### config.mk
export PLATFORM = sky130hd
export DESIGN_NAME = hazard_ctrl_unit_flat
export DESIGN_NICKNAME = d
export VERILOG_FILES = /design/src/rtl/hazard_pkg.sv /design/src/rtl/hazard_ctrl_unit_if.sv /design/src/rtl/hazard_fwd_sel.sv /design/src/rtl/hazard_ctrl_unit.sv /design/src/flat_wrapper.sv
export SDC_FILE = /design/constraint.sdc
export NUM_CORES = 1
export LEC_CHECK = 0
export BUFFER_PORTS_ARGS = -buffer_cell sky130_fd_sc_hd__clkbuf_2
export CAP_MARGIN = 20
export CORE_MARGIN = 2
export CORE_UTILIZATION = 40
export DETAILED_ROUTE_END_ITERATION = 8
export GPL_ROUTABILITY_DRIVEN = 0
export PLACE_DENSITY = 0.75
export RECOVER_POWER = 100
export SKIP_LAST_GASP = 1
export SLEW_MARGIN = 10
export SYNTH_ARGS = -nofsm -noshare
export SYNTH_HDL_FRONTEND = slang
export SYNTH_SLANG_ARGS = --single-unit
### constraint.sdc
create_clock -name clk -period 2.28 [get_ports clk]
set_input_delay 0.228 -clock clk [delete_from_list [all_inputs] [get_ports clk]]
set_output_delay 0.228 -clock clk [all_outputs]
set_load 0.02 [all_outputs]
### src/rtl/hazard_pkg.sv
// Shared encodings for the pipeline hazard controller: forwarding selects and
// freeze FSM states.
package hazard_pkg;

  localparam logic [1:0] FWD_RF  = 2'b00;
  localparam logic [1:0] FWD_WB  = 2'b01;
  localparam logic [1:0] FWD_MEM = 2'b10;

  // EX has two source operands: index 0 is rs (operand a), index 1 is rt (operand b)
  localparam int NUM_OPS = 2;

  typedef enum logic {
    ST_RUN  = 1'b0,
    ST_WAIT = 1'b1
  } hz_state_e;

endpackage

### src/rtl/hazard_ctrl_unit_if.sv
// Pipeline <-> hazard controller bundle. The pipeline side is the master: it
// presents stage fields and consumes the stall/flush/forward controls.
interface hazard_ctrl_unit_if #(
  parameter int REG_AW = 5,
  parameter int CNT_W  = 16
);
  logic [REG_AW-1:0] id_rs;
  logic [REG_AW-1:0] id_rt;
  logic              id_use_rs;
  logic              id_use_rt;
  logic              ex_mem_to_reg;
  logic [REG_AW-1:0] ex_wr_reg;
  logic [REG_AW-1:0] ex_rs;
  logic [REG_AW-1:0] ex_rt;
  logic              ex_branch_tkn;
  logic              mem_reg_write;
  logic              mem_mem_to_reg;
  logic [REG_AW-1:0] mem_wr_reg;
  logic              mem_ready;
  logic              wb_reg_write;
  logic [REG_AW-1:0] wb_wr_reg;
  logic              cnt_clr;

  logic              stall_pc;
  logic              stall_if_id;
  logic              bubble_id_ex;
  logic              flush_if_id;
  logic              freeze;
  logic [1:0]        fwd_a;
  logic [1:0]        fwd_b;
  logic [CNT_W-1:0]  stall_cycles;

  modport master (
    output id_rs, id_rt, id_use_rs, id_use_rt,
    output ex_mem_to_reg, ex_wr_reg, ex_rs, ex_rt, ex_branch_tkn,
    output mem_reg_write, mem_mem_to_reg, mem_wr_reg, mem_ready,
    output wb_reg_write, wb_wr_reg, cnt_clr,
    input  stall_pc, stall_if_id, bubble_id_ex, flush_if_id, freeze,
    input  fwd_a, fwd_b, stall_cycles
  );

  modport slave (
    input  id_rs, id_rt, id_use_rs, id_use_rt,
    input  ex_mem_to_reg, ex_wr_reg, ex_rs, ex_rt, ex_branch_tkn,
    input  mem_reg_write, mem_mem_to_reg, mem_wr_reg, mem_ready,
    input  wb_reg_write, wb_wr_reg, cnt_clr,
    output stall_pc, stall_if_id, bubble_id_ex, flush_if_id, freeze,
    output fwd_a, fwd_b, stall_cycles
  );

endinterface

### src/rtl/hazard_fwd_sel.sv
// Forwarding select for one EX operand. A load in MEM has no data yet, so it
// is never a forwarding source; MEM beats WB because it is the younger write.
module hazard_fwd_sel
  import hazard_pkg::*;
#(
  parameter int REG_AW    = 5,
  parameter int ZERO_SKIP = 1
) (
  input  logic [REG_AW-1:0] i_src,
  input  logic              i_mem_reg_write,
  input  logic              i_mem_mem_to_reg,
  input  logic [REG_AW-1:0] i_mem_wr_reg,
  input  logic              i_wb_reg_write,
  input  logic [REG_AW-1:0] i_wb_wr_reg,
  output logic [1:0]        o_sel
);

  logic w_src_ok;

  assign w_src_ok = !((ZERO_SKIP != 0) && (i_src == '0));

  always_comb begin
    o_sel = FWD_RF;
    if (w_src_ok) begin
      if (i_mem_reg_write && !i_mem_mem_to_reg && (i_mem_wr_reg == i_src))
        o_sel = FWD_MEM;
      else if (i_wb_reg_write && (i_wb_wr_reg == i_src))
        o_sel = FWD_WB;
    end
  end

endmodule

### src/rtl/hazard_ctrl_unit.sv
// 5-stage pipeline hazard controller: load-use stall, multi-cycle load freeze,
// taken-branch flush, EX forwarding selects and a saturating stall counter.
module hazard_ctrl_unit
  import hazard_pkg::*;
#(
  parameter int REG_AW    = 5,
  parameter int MEM_LAT   = 1,
  parameter int CNT_W     = 16,
  parameter int ZERO_SKIP = 1
) (
  input  logic               clk,
  input  logic               rst_n,
  hazard_ctrl_unit_if.slave  hz
);

  localparam bit FSM_EN = (MEM_LAT > 1);
  localparam int WCW    = (MEM_LAT > 2) ? $clog2(MEM_LAT - 1) : 1;
  // Trigger cycle already counts as one freeze cycle, hence MEM_LAT-2 more
  localparam logic [WCW-1:0] WAIT_INIT = WCW'((MEM_LAT > 1) ? (MEM_LAT - 2) : 0);

  hz_state_e        r_state, w_state_nxt;
  logic [WCW-1:0]   r_wcnt, w_wcnt_nxt;
  logic [CNT_W-1:0] r_stall_cnt;

  logic w_ex_wr_ok, w_load_use, w_freeze, w_branch, w_stall;

  logic [NUM_OPS-1:0][REG_AW-1:0] w_src;
  logic [NUM_OPS-1:0][1:0]        w_sel;

  // ---------------- load-use detect ----------------
  assign w_ex_wr_ok = !((ZERO_SKIP != 0) && (hz.ex_wr_reg == '0));
  assign w_load_use = hz.ex_mem_to_reg && w_ex_wr_ok &&
                      ((hz.id_use_rs && (hz.ex_wr_reg == hz.id_rs)) ||
                       (hz.id_use_rt && (hz.ex_wr_reg == hz.id_rt)));

  // ---------------- load freeze FSM ----------------
  always_ff @(posedge clk or negedge rst_n) begin
    if (!rst_n) begin
      r_state <= ST_RUN;
      r_wcnt  <= '0;
    end else begin
      r_state <= w_state_nxt;
      r_wcnt  <= w_wcnt_nxt;
    end
  end

  always_comb begin
    w_state_nxt = r_state;
    w_wcnt_nxt  = r_wcnt;
    w_freeze    = 1'b0;
    case (r_state)
      ST_RUN: begin
        if (FSM_EN && hz.mem_mem_to_reg && !hz.mem_ready) begin
          w_freeze    = 1'b1;
          w_state_nxt = ST_WAIT;
          w_wcnt_nxt  = WAIT_INIT;
        end
      end
      ST_WAIT: begin
        // Exit cycle is unfrozen so the load leaves MEM on this edge
        if ((r_wcnt == '0) || hz.mem_ready) begin
          w_state_nxt = ST_RUN;
        end else begin
          w_freeze   = 1'b1;
          w_wcnt_nxt = r_wcnt - 1'b1;
        end
      end
      default: w_state_nxt = ST_RUN;
    endcase
  end

  // ---------------- priority: freeze > branch > load-use ----------------
  assign w_branch = hz.ex_branch_tkn && !w_freeze;
  assign w_stall  = w_load_use && !w_freeze && !hz.ex_branch_tkn;

  assign hz.freeze       = rst_n && w_freeze;
  assign hz.stall_pc     = rst_n && w_stall;
  assign hz.stall_if_id  = rst_n && w_stall;
  assign hz.flush_if_id  = rst_n && w_branch;
  assign hz.bubble_id_ex = rst_n && (w_branch || w_stall);

  // ---------------- forwarding ----------------
  assign w_src = {hz.ex_rt, hz.ex_rs};

  for (genvar g = 0; g < NUM_OPS; g++) begin : g_fwd
    hazard_fwd_sel #(
      .REG_AW    (REG_AW),
      .ZERO_SKIP (ZERO_SKIP)
    ) u_fwd (
      .i_src            (w_src[g]),
      .i_mem_reg_write  (hz.mem_reg_write),
      .i_mem_mem_to_reg (hz.mem_mem_to_reg),
      .i_mem_wr_reg     (hz.mem_wr_reg),
      .i_wb_reg_write   (hz.wb_reg_write),
      .i_wb_wr_reg      (hz.wb_wr_reg),
      .o_sel            (w_sel[g])
    );
  end

  assign hz.fwd_a = rst_n ? w_sel[0] : FWD_RF;
  assign hz.fwd_b = rst_n ? w_sel[1] : FWD_RF;

  // ---------------- stall-cycle counter ----------------
  always_ff @(posedge clk or negedge rst_n) begin
    if (!rst_n)
      r_stall_cnt <= '0;
    else if (hz.cnt_clr)
      r_stall_cnt <= '0;
    else if ((w_freeze || w_stall) && (r_stall_cnt != '1))
      r_stall_cnt <= r_stall_cnt + 1'b1;
  end

  assign hz.stall_cycles = r_stall_cnt;

endmodule

### src/flat_wrapper.sv
// flat-port wrapper written by rule: the top's interface ports become plain ports
module hazard_ctrl_unit_flat import hazard_pkg::*;
#(
  parameter int REG_AW    = 5,
  parameter int MEM_LAT   = 1,
  parameter int CNT_W     = 16,
  parameter int ZERO_SKIP = 1
)
  (clk, rst_n, hz_id_rs, hz_id_rt, hz_id_use_rs, hz_id_use_rt, hz_ex_mem_to_reg, hz_ex_wr_reg, hz_ex_rs, hz_ex_rt, hz_ex_branch_tkn, hz_mem_reg_write, hz_mem_mem_to_reg, hz_mem_wr_reg, hz_mem_ready, hz_wb_reg_write, hz_wb_wr_reg, hz_cnt_clr, hz_stall_pc, hz_stall_if_id, hz_bubble_id_ex, hz_flush_if_id, hz_freeze, hz_fwd_a, hz_fwd_b, hz_stall_cycles);
  hazard_ctrl_unit_if #(.REG_AW(REG_AW), .CNT_W(CNT_W)) hz_i ();
  input  logic clk;
  input  logic rst_n;
  input wire logic [$bits(hz_i.id_rs)-1:0] hz_id_rs;
  input wire logic [$bits(hz_i.id_rt)-1:0] hz_id_rt;
  input wire logic [$bits(hz_i.id_use_rs)-1:0] hz_id_use_rs;
  input wire logic [$bits(hz_i.id_use_rt)-1:0] hz_id_use_rt;
  input wire logic [$bits(hz_i.ex_mem_to_reg)-1:0] hz_ex_mem_to_reg;
  input wire logic [$bits(hz_i.ex_wr_reg)-1:0] hz_ex_wr_reg;
  input wire logic [$bits(hz_i.ex_rs)-1:0] hz_ex_rs;
  input wire logic [$bits(hz_i.ex_rt)-1:0] hz_ex_rt;
  input wire logic [$bits(hz_i.ex_branch_tkn)-1:0] hz_ex_branch_tkn;
  input wire logic [$bits(hz_i.mem_reg_write)-1:0] hz_mem_reg_write;
  input wire logic [$bits(hz_i.mem_mem_to_reg)-1:0] hz_mem_mem_to_reg;
  input wire logic [$bits(hz_i.mem_wr_reg)-1:0] hz_mem_wr_reg;
  input wire logic [$bits(hz_i.mem_ready)-1:0] hz_mem_ready;
  input wire logic [$bits(hz_i.wb_reg_write)-1:0] hz_wb_reg_write;
  input wire logic [$bits(hz_i.wb_wr_reg)-1:0] hz_wb_wr_reg;
  input wire logic [$bits(hz_i.cnt_clr)-1:0] hz_cnt_clr;
  output wire logic [$bits(hz_i.stall_pc)-1:0] hz_stall_pc;
  output wire logic [$bits(hz_i.stall_if_id)-1:0] hz_stall_if_id;
  output wire logic [$bits(hz_i.bubble_id_ex)-1:0] hz_bubble_id_ex;
  output wire logic [$bits(hz_i.flush_if_id)-1:0] hz_flush_if_id;
  output wire logic [$bits(hz_i.freeze)-1:0] hz_freeze;
  output wire logic [$bits(hz_i.fwd_a)-1:0] hz_fwd_a;
  output wire logic [$bits(hz_i.fwd_b)-1:0] hz_fwd_b;
  output wire logic [$bits(hz_i.stall_cycles)-1:0] hz_stall_cycles;
  assign hz_i.id_rs = hz_id_rs;
  assign hz_i.id_rt = hz_id_rt;
  assign hz_i.id_use_rs = hz_id_use_rs;
  assign hz_i.id_use_rt = hz_id_use_rt;
  assign hz_i.ex_mem_to_reg = hz_ex_mem_to_reg;
  assign hz_i.ex_wr_reg = hz_ex_wr_reg;
  assign hz_i.ex_rs = hz_ex_rs;
  assign hz_i.ex_rt = hz_ex_rt;
  assign hz_i.ex_branch_tkn = hz_ex_branch_tkn;
  assign hz_i.mem_reg_write = hz_mem_reg_write;
  assign hz_i.mem_mem_to_reg = hz_mem_mem_to_reg;
  assign hz_i.mem_wr_reg = hz_mem_wr_reg;
  assign hz_i.mem_ready = hz_mem_ready;
  assign hz_i.wb_reg_write = hz_wb_reg_write;
  assign hz_i.wb_wr_reg = hz_wb_wr_reg;
  assign hz_i.cnt_clr = hz_cnt_clr;
  assign hz_stall_pc = hz_i.stall_pc;
  assign hz_stall_if_id = hz_i.stall_if_id;
  assign hz_bubble_id_ex = hz_i.bubble_id_ex;
  assign hz_flush_if_id = hz_i.flush_if_id;
  assign hz_freeze = hz_i.freeze;
  assign hz_fwd_a = hz_i.fwd_a;
  assign hz_fwd_b = hz_i.fwd_b;
  assign hz_stall_cycles = hz_i.stall_cycles;
  hazard_ctrl_unit #(.REG_AW(REG_AW), .MEM_LAT(MEM_LAT), .CNT_W(CNT_W), .ZERO_SKIP(ZERO_SKIP)) u_core (.clk(clk), .rst_n(rst_n), .hz(hz_i));
endmodule
==> reports/qor.txt <==
outcome = finished clean
clk_lat worst skew = 0.25 ns
prevailing post-synth register cell = dfrtp_1
reg2reg start = u_core.hz.stall_cycles[7]
Peak Freq = 479.4 MHz
leakage = 0.0007443 µW
Place WS = 0.1480 ns
total number of vias = 1523
CTS tree = built
Final period util = 0.9149
final hold violation count = 0
clk slew on worst S/H paths = 0.07 ns
Layout Area Growth over Synthesis = 24.28%
hold depth = 3
routed vias/inst = 5.401
diode count = 0
first-pass iteration count of the detailed router = 4
r2r endpoint = u_core.hz.stall_cycles[7]
CP required = 2.46 ns
CTS Buf Count = 3
P per Cell Area = 370.7 mW/mm²
MaxCap Viol Count = 0
synth warn = 0
first-pass GRT wire length = 6009 µm
area of the die = 0.004186 mm²
Setup Skew = 0.002159 ns
main combinational cell family by area after synthesis = simple AND/OR/NAND/NOR gates
Post-Syn Nets = 215
Total Wirelength = 3418 µm
top post-synthesis cells by area = dfrtp_1, xnor2_1, or4_1
Post-Synth Adder-Cell Area = 0.008489
post-synthesis sequential area ratio = 0.3056
XOR/XNOR share of the synthesized area = 0.1783
Starting Density = 0.4087
Max VDD drop = 175.1 µV
cell taking the most area after synthesis = dfrtp_1
number of synthesized flops with an enable pin = 0
Compound-Gate Fraction of Synth Area = 0.1426
setup_tns = 0 ns
H-Tree Depth = 1
Period minus WS final = 2.086 ns
CTS root buf = clkbuf_8
die height = 64.70 µm
FF+latch count, synth = 18
R2R Setup Slk = 0.19 ns
Final #Nets = 283
Hold Crit Class = input pin to flop
vias in the first global route = 1417
largest net degree at the start of global routing = 30
io pins = 71
FF-to-FF path depth = 6
wire per inst = 12.12 µm
share of cells above drive strength 1 = 0.2222
Worst Hold Path EP = u_core.r_state
Antenna Nets Post-Route = 0
core footprint = 0.003606 mm²
Finished Core Util = 0.5080
Mapped Avg Cell Area = 8.773 µm²
Startpoint Class = flop
CTS resizes = 0
Total Routing Usage GR = 0.1783
share of the synthesized area in the top cell type = 0.3056
Setup-failing EPs final = 0
critical path type = flop to flop
Worst Setup Slack, final = 0.1941 ns
Post-Syn Instances = 168
area of the mapped netlist = 0.001474 mm²
Relative slew margins = 0.4222
HP Start = hz_mem_ready
mux contribution to synthesized area = 0.007640
initial antenna violation count = 0
Remaining DRCs = 0
drt first-iter violations = 130
number of buffers added on ports = 70
Final HPWL DP = 2746 µm
CTS Sinks = 18
Synth async-reset ratio = 1.000
Yosys cell types = 36
Std-Cell Rows = 22
CP endpoint kind = flop
RSZ-0062 raised after global routing = no
CP Data Arrival Time = 2.26 ns
Overflow after GRT = 0
post-synthesis simple-gate area fraction = 0.2946
top fanout value on the critical path = 25
max-slew violation count = 0
WHS = 0.2688 ns
Max Buffers Root-to-Sink = 2
Worst-Margin Slew = 0.8667 ns
Die W = 64.70 µm
## cells by family (layout without fill, tap and decap cells)
logic type | Yosys count | count (layout)
XOR/XNOR | 30 | 30
multiplexers | 1 | 1
adder cells (fa/ha/maj) | 1 | 1
buffers and inverters | 15 | 81
flip-flops | 18 | 18
AND/OR/NAND/NOR | 69 | 69
AO/OA/AOI/OAI | 34 | 34
## routing by layer
layer	share of wire	vias to the layer above	track usage
li1	-	763	-
met1	0.42	709	0.2065
met2	0.50	46	0.3273
met3	0.058	5	0.03125
met4	0.013	0	0.06117
met5	0	-	0
## layout make-up
type | count | area, µm²
inverter | 5 | 18.77
multi-input combinational | 135 | 925.9
clock buffer | 3 | 41.29
tap | 48 | 60.06
sequential | 18 | 450.4
fill | 379 | 1774
timing repair buffer | 73 | 335.3
## cell usage after synthesis (5+ instances only)
| cell type | number |
|---|---|
| nand3_1 | 12 |
| o31ai_1 | 11 |
| nand4_1 | 5 |
| nand2_1 | 5 |
| xnor2_1 | 20 |
| xor2_1 | 10 |
| or4_1 | 15 |
| dfrtp_1 | 18 |
| a21oi_1 | 15 |
| inv_1 | 5 |
## how the worst max path moves through the flow
stage | end | cells past startpoint | startpoint | slack (ns)
5_1_grt | u_core.hz.stall_cycles[13] | 8 | hz_ex_wr_reg[3] | 0.05
4_1_cts | u_core.hz.stall_cycles[4] | 6 | u_core.hz.stall_cycles[7] | 0.22
3_5_place_dp | u_core.hz.stall_cycles[11] | 8 | hz_ex_wr_reg[3] | 0.15
2_1_floorplan | u_core.hz.stall_cycles[10] | 8 | u_core.hz.stall_cycles[7] | 0.13
6_report | u_core.hz.stall_cycles[7] | 6 | u_core.hz.stall_cycles[7] | 0.19
3_3_place_gp | u_core.hz.stall_cycles[13] | 8 | hz_ex_wr_reg[3] | 0.21
## worst max-delay path: stages (launching register included)
cell and delay, ns:
dfrtp_1 0.45, and4_1 0.26, and3_1 0.21, and3_1 0.21, and3_4 0.25, or4_1 0.48
a21oi_1 0.15
## cells in the final DEF, fill, tap and decap left out, types with 2 or more instances in the layout
master and instances:
a21oi_1 15, and2_1 2, and3_1 5, and3b_1 2, and4_1 2, clkbuf_1 28
clkbuf_2 44, clkbuf_8 3, dfrtp_1 18, inv_1 5, nand2_1 5, nand2b_1 2
nand3_1 12, nand4_1 5, nor2_1 4, nor3_1 4, nor4_1 4, o21a_1 2
o21ai_0 4, o31ai_1 11, or2_2 2, or4_1 15, xnor2_1 20, xor2_1 10
## what timing repair did
item                      4_1_cts  5_1_grt
hold buffers                    1        0
setup buffers                   0        0
hold endpoints to repair        2        0
## metrics by stage
stage                     power, µW  instances  area, µm²
final                         679.0        282       1832
after global routing          715.3        282       1832
after CTS                     689.9        282       1889
after detailed placement      466.3        278       1838
after global placement        464.2        278       1838
after floorplan               392.6        168       1474
## sequential cells by signal, summed over array words and instances, names as in the netlist
signal	cells
u_core.hz.stall_cycles	16
u_core.r_state	1
u_core.r_wcnt	1
## power by group
group,leakage [µW],total (µW),internal (µW),switching (µW)
Clock,0.0000216,222,118,104
Combinational,0.000471,137,67.4,69.9
Sequential,0.000252,320,320,0.293
No activity file was read; power rests on OpenSTA's default activity.
